### src/rtl/hamming_secded_scrubber.sv
// SECDED (22,16) decode/scrub stage: two-register pipeline with valid/ready backpressure,
// single-error correction, double-error flagging and saturating error statistics.
module hamming_secded_scrubber #(
  parameter int CNT_W = 16
) (
  input  logic             clk,
  input  logic             rst,
  input  logic             in_valid,
  output logic             in_ready,
  input  logic [21:0]      cw_in,
  output logic             out_valid,
  input  logic             out_ready,
  output logic [15:0]      data_out,
  output logic             err_single,
  output logic             err_double,
  output logic [4:0]       err_pos,
  output logic [CNT_W-1:0] cnt_single,
  output logic [CNT_W-1:0] cnt_double,
  input  logic             clr_cnt
);

  logic        s1_valid;
  logic [21:0] s1_cw;
  logic [4:0]  s1_syn;
  logic        s1_par;
  logic        s1_ready;
  logic        s2_ready;

  logic [4:0]  syn_in;
  logic [21:0] fixed_cw;
  logic        cls_single;
  logic        cls_double;
  logic [4:0]  cls_pos;
  logic        xfer;

  // Data bits sit at the non-power-of-two Hamming positions, d0 at position 3.
  function automatic logic [15:0] extract_data(input logic [21:0] w);
    return {w[20:16], w[14:8], w[6:4], w[2]};
  endfunction

  assign s2_ready = !out_valid || out_ready;
  assign s1_ready = !s1_valid || s2_ready;
  assign in_ready = s1_ready;
  assign xfer     = out_valid && out_ready;

  always_comb begin
    syn_in = '0;
    for (int i = 1; i <= 21; i++) begin
      if (cw_in[i-1]) syn_in = syn_in ^ i[4:0];
    end
  end

  always_comb begin
    fixed_cw   = s1_cw;
    cls_single = 1'b0;
    cls_double = 1'b0;
    cls_pos    = '0;
    if (s1_syn == 5'd0) begin
      cls_single = s1_par;
    end else if (s1_par && (s1_syn <= 5'd21)) begin
      cls_single = 1'b1;
      cls_pos    = s1_syn;
      fixed_cw   = s1_cw ^ (22'd1 << (s1_syn - 5'd1));
    end else begin
      // Even-weight error, or odd-weight pattern pointing outside the codeword.
      cls_double = 1'b1;
    end
  end

  always_ff @(posedge clk) begin
    if (rst) begin
      s1_valid   <= 1'b0;
      s1_cw      <= '0;
      s1_syn     <= '0;
      s1_par     <= 1'b0;
      out_valid  <= 1'b0;
      data_out   <= '0;
      err_single <= 1'b0;
      err_double <= 1'b0;
      err_pos    <= '0;
    end else begin
      if (s1_ready) begin
        s1_valid <= in_valid;
        if (in_valid) begin
          s1_cw  <= cw_in;
          s1_syn <= syn_in;
          s1_par <= ^cw_in;
        end
      end
      if (s2_ready) begin
        out_valid <= s1_valid;
        if (s1_valid) begin
          data_out   <= extract_data(fixed_cw);
          err_single <= cls_single;
          err_double <= cls_double;
          err_pos    <= cls_pos;
        end
      end
    end
  end

  always_ff @(posedge clk) begin
    if (rst || clr_cnt) begin
      cnt_single <= '0;
      cnt_double <= '0;
    end else if (xfer) begin
      if (err_single && (cnt_single != {CNT_W{1'b1}})) cnt_single <= cnt_single + CNT_W'(1);
      if (err_double && (cnt_double != {CNT_W{1'b1}})) cnt_double <= cnt_double + CNT_W'(1);
    end
  end

endmodule
### config.mk
export PLATFORM = sky130hd
export DESIGN_NAME = hamming_secded_scrubber
export DESIGN_NICKNAME = d
export VERILOG_FILES = /design/src/rtl/hamming_secded_scrubber.sv
export SDC_FILE = /design/constraint.sdc
export NUM_CORES = 1
export LEC_CHECK = 0
export CAP_MARGIN = 25
export CORE_ASPECT_RATIO = 0.9
export CORE_MARGIN = 4
export CORE_UTILIZATION = 45
export CTS_BUF_LIST = sky130_fd_sc_hd__clkbuf_16
export DETAILED_ROUTE_END_ITERATION = 10
export PLACE_DENSITY = 0.7
export SETUP_SLACK_MARGIN = 0.4
export SYNTH_ARGS = -nofsm -noshare
export SYNTH_HDL_FRONTEND = slang
export SYNTH_SLANG_ARGS = --single-unit
### constraint.sdc
create_clock -name clk -period 2.3 [get_ports clk]
set_input_delay 0.46 -clock clk [delete_from_list [all_inputs] [get_ports clk]]
set_output_delay 0.46 -clock clk [all_outputs]
set_load 0.05 [all_outputs]
==> Word level (Yosys, flattened, before mapping) <==
Index checks and enable logic that the tools add are counted.
{ "totals": {"ff_bits": 84, "out_inout_bits": 57, "elab_cells": 83} }
{ "classes": {"n_addsub": 3, "order_cmp": 1, "eq_ne": 2, "shift": 1, "n_mux": 29, "n_bitwise": 21, "n_reduce_logical": 15} }
{ "op_table": {"columns": ["cell", "n"], "rows": [
  ["21-bit two-way mux", 2],
  ["5-bit two-way mux", 8],
  ["16-bit by 1-bit adder with 16-bit output (second input constant)", 2],
  ["4-bit two-way mux", 8],
  ["16-bit inequality test (second input constant)", 2],
  ["22-bit parity", 1],
  ["1-bit by 5-bit left shift with 21-bit output (first input constant)", 1],
  ["21-bit XOR", 1],
  ["2-bit inverter", 9],
  ["3-bit inverter", 6],
  ["3-bit two-way mux", 4],
  ["2-bit AND reduction", 4],
  ["5-bit less-or-equal comparator (second input constant)", 1],
  ["5-bit logical NOT", 1],
  ["1-bit two-way mux", 5],
  ["5-bit by 1-bit subtractor with 5-bit output (second input constant)", 1],
  ["1-bit logical AND", 4],
  ["2-bit two-way mux", 2],
  ["1-bit inverter (first input constant)", 4],
  ["4-bit inverter", 1],
  ["1-bit logical OR", 3],
  ["1-bit logical NOT", 2]
]} }

==> Depth between registers and ports, before layout <==
{ "depth": {"ltp_word": 37, "ltp_mapped": 8} }

==> Least setup slack after synthesis <==
No wires, ideal clock.
{ "synth_path": {"kind": "register to register", "from": "register out_valid", "to": "register s1_syn[3]", "arrival_time_ns": 2.184, "required_time_ns": 2.214, "setup_slack_ns": 0.030, "stages_incl_launch_ff": 7, "n_path_buf": 2, "path_cell_list": "dfxtp_1 nor2b_1 nand2_1 and2_1 clkbuf_1 clkbuf_1 a211oi_1"} }
{ "synth_via": {"elab_chain_cells": 4} }
{ "synth_lines": {"columns": ["item", "line_no", "source"], "rows": [
  ["start: declaration", "11", "output logic out_valid,"],
  ["start signal: assignment", "91", "out_valid <= s1_valid;"],
  ["1-bit logical NOT", "41", "assign s2_ready = !out_valid || out_ready;"],
  ["1-bit logical OR", "41", null],
  ["1-bit logical OR", "42", "assign s1_ready = !s1_valid || s2_ready;"],
  ["net in_ready", "9", "output logic in_ready,"],
  ["2-bit AND reduction (no line)", null, null],
  ["end signal: assignment", "86", "s1_syn <= syn_in;"],
  ["end: declaration", "24", "logic [4:0] s1_syn;"]
]} }
The timed path passes the listed nets, and every way through them passes these cells.
A chain may end at the register's enable or synchronous reset.

==> Final worst setup path <==
{ "layout_path": {"from": "input port cw_in[1]", "to": "register s1_par"} }
{ "layout_via": {"elab_chain_cells": 1} }
{ "layout_lines": {"columns": ["item", "line_no", "source"], "rows": [
  ["start: declaration", "10", "input logic [21:0] cw_in,"],
  ["22-bit parity", "87", "s1_par <= ^cw_in;"],
  ["end signal: assignment", "87", null],
  ["end: declaration", "25", "logic s1_par;"]
]} }
No other way between the ends.

==> key figures <==
Run status
  • Outcome: completed

Drt
  • DRT Pass-1 Iters: 5
  • DR WL/cell: 14.6 um
  • Via density: 5.27
  • ANT nets after route: 0
  • First DRT Iteration DRCs: 193
  • Final WL: 10,100 um
  • DRC errors left: 0
  • Vias: 3,660

Clock tree
  • CTS Buf Count: 9
  • Root buffer cell: clkbuf_16
  • Skew-Pair Late Insertion Delay: 0.33 ns
  • # clock sinks: 79
  • H-tree depth: 3
  • Clock tree buffer depth: 2
  • CTS tree: built
  • Hold buffers post-CTS: 0
  • Clk pin slew, worst setup/hold paths: 0.06 ns

Place
  • Port Buffer Count: 83
  • Setup WS pre-CTS: -0.127 ns
  • Area of placed instances: 0.00512 mm2
  • DP HPWL: 7450 um
  • Final estimated routing congestion in global placement: 0.861

Synthesis
  • Area contributors post-synth: dfxtp_1 40%, xnor2_1 9.3%, nor2_1 6.0%
  • EDFF count, synth: 0
  • Asr flop ratio synth: 0%
  • Flops & latches, synth: 79
  • Top cell type's share of synthesized area: 40.2%
  • Mapped cell area: 0.00394 mm2
  • Synth Area in Compound Gates: 13.0%
  • XOR/XNOR share of the synthesized area: 16.3%
  • Largest family of logic cells by synthesized area: simple AND/OR/NAND/NOR gates
  • Register area share after synthesis: 40.2%
  • Synth cell types: 47
  • Mean Syn Cell Area: 8.49 um2
  • Synth Area in Adders: 0.953%
  • Syn nets: 494
  • Main synth FF type: dfxtp_1
  • Fraction of synthesized area in multiplexers: 1.08%
  • Simple-Gate Fraction of Synth Area: 25.5%
  • Post-Synthesis Cells: 464
  • Yosys top cell by area: dfxtp_1
  • Warnings from Yosys: 0

Global routing
  • Initial antenna violation count: 0
  • Largest net degree at the start of global routing: 49
  • First-pass GRT wire length: 16,900 um
  • Vias in the first global route: 3,453
  • Remaining Overflow, GRT: 0
  • GRT Total Usage: 19.9%

Timing
  • Final hold viol count: 0
  • Max Clk Rate: 0.535 GHz
  • Worst Hold Slack: 0.466 ns
  • Setup-failing EPs final: 0
  • Tmin final: 1.87 ns
  • Worst Slack Setup Final: 0.430 ns
  • Least-Margin Pin Slew: 0.718 ns
  • Final period util: 81.3%
  • Slew Limit Fails: 0
  • RSZ-0062 raised after global routing: true
  • Worst rel slew slack: 51.8%
  • Clk_skew: 0.00573 ns

Final layout
  • Layout cells sized above 1: 17.7%
  • Most frequent cells in the layout: 64 x dlygate4sd2_1, 63 x nor2_1, 56 x nand2_1, 56 x dfxtp_1, 37 x buf_4
  • Area grow syn2layout: 39.5%
  • Antenna Cells: 0
  • Final net count: 600
  • Design Area, Final: 0.00549 mm2
  • Commonest non-fill, non-tap cell in the layout: dlygate4sd2_1

Power and ir drop
  • P_int: 2640 uW
  • Part of the power in the clock network: 37.6%
  • Combinational power share: 21.9%
  • Switch share: 28.6%
  • Lkg Pwr: 0.00228 uW
  • PwrDens: 674 mW/mm2
  • Sw Pwr: 1060 uW
  • Worst vdd ir: 404 uV
  • Power, Total: 3700 uW
  • Flop pwr share: 40.5%

Critical path
  • CP Capture Type: register
  • Worst Setup Start Kind: primary input
  • Worst-path fanout max: 2
  • Required time of the critical path: 2.55 ns
  • Reg2reg setup slack: 0.44 ns
  • CP Class: in2reg
  • FF-to-FF path depth: 5
  • Critical Path AT: 2.12 ns

Floorplan
  • Row cnt: 32
  • # IOs: 84
  • Core area: 0.00857 mm2
  • Die Wd: 107 um
  • Chip Height: 96.7 um
  • Initial Util: 46.0%
  • Die area: 0.0103 mm2

Hold path
  • Hold path depth: 2
  • HP Class: reg2reg

Run
  • Max cap viols: 0
## final timing paths
path	from	endpoint
setup / recovery	cw_in[1]	s1_par$_SDFFE_PP0P_
hold / removal	s1_cw[9]$_SDFFE_PP0P_	s1_cw[9]$_SDFFE_PP0P_
setup reg to reg	s1_syn[0]$_SDFFE_PP0P_	data_out[10]$_SDFFE_PP0P_
hold reg to reg	s1_cw[9]$_SDFFE_PP0P_	s1_cw[9]$_SDFFE_PP0P_
## per-stage QoR
step	TNS, ns	util (%)	instances
after floorplan	0	-	464
after global placement	-0.0411	59.8	673
after detailed placement	-0.138	59.8	673
after CTS	0	63.1	692
after global routing	0	64.1	694
final	0	64.1	694
## synthesized netlist by cell type, types with 2 or more instances
library cell / instances
nand3_1: 14
nor3b_1: 2
and3_1: 3
o21ai_0: 6
inv_1: 4
mux2i_1: 2
nor2b_1: 4
nor2_1: 63
a31oi_1: 3
a22oi_1: 5
nor4_1: 7
or3_1: 7
nor3_1: 6
a211oi_1: 20
nand2b_1: 7
xnor3_1: 4
xor2_1: 21
a311oi_1: 3
a31o_2: 3
and4_1: 6
nand2_1: 57
xnor2_1: 42
and2_1: 3
a41o_1: 2
ha_1: 3
clkbuf_1: 23
a21oi_1: 33
or4_1: 3
nand4_1: 12
dfxtp_1: 79
## cell type report
class                   count  area, um2
inverters                   4       15.0
well taps                 119        149
clock buffers               9        225
repair buffers            120       1050
flip-flops and latches     79       1620
clock inverters             7       65.1
fillers                   776       3080
multi-input cells         356       2370
## worst max-delay path, cell delays in order
cell and delay [ns]:
clkdlybuf4s50_1 0.48, xor2_1 0.19, xnor2_1 0.20, xnor2_1 0.18
xnor3_1 0.43, a211oi_2 0.18
## registers in the layout (all words and copies together), names as in the netlist, 5 cells and up
signal      cells
cnt_double     16
cnt_single     16
data_out       16
err_pos         5
s1_cw          16
s1_syn          5
## metal layers
metal,vias up,GRT usage [%],part of all wire (%)
met5,-,0,0
met4,0,6.10,1.8
met3,17,4.07,5.1
met2,104,33.0,48
met1,1695,26.0,45
li1,1844,-,-
## what timing repair did
action,4_1_cts,5_1_grt
setup buffers,3,2
gates resized for setup,78,15
pin swaps,11,8
endpoints found under the setup margin,67,22
## cell families (layout without fill, tap and decap cells)
group | Yosys count | after routing
compound gates | 79 | 79
buf+inv | 29 | 140
fa+ha+maj | 3 | 3
flops | 79 | 79
simple gates | 204 | 204
xor+xnor | 67 | 67
mux | 3 | 3
## power by group through the flow
stage / Sequential (uW) / Clock (uW) / Combinational (uW)
after floorplan: 1570 / 0 / 456
after global placement: 1520 / 0 / 765
after global routing: 1500 / 1480 / 881
after detailed placement: 1520 / 0 / 775
final: 1500 / 1390 / 811
after CTS: 1490 / 1400 / 799
Power figures use the tool's default switching activity.
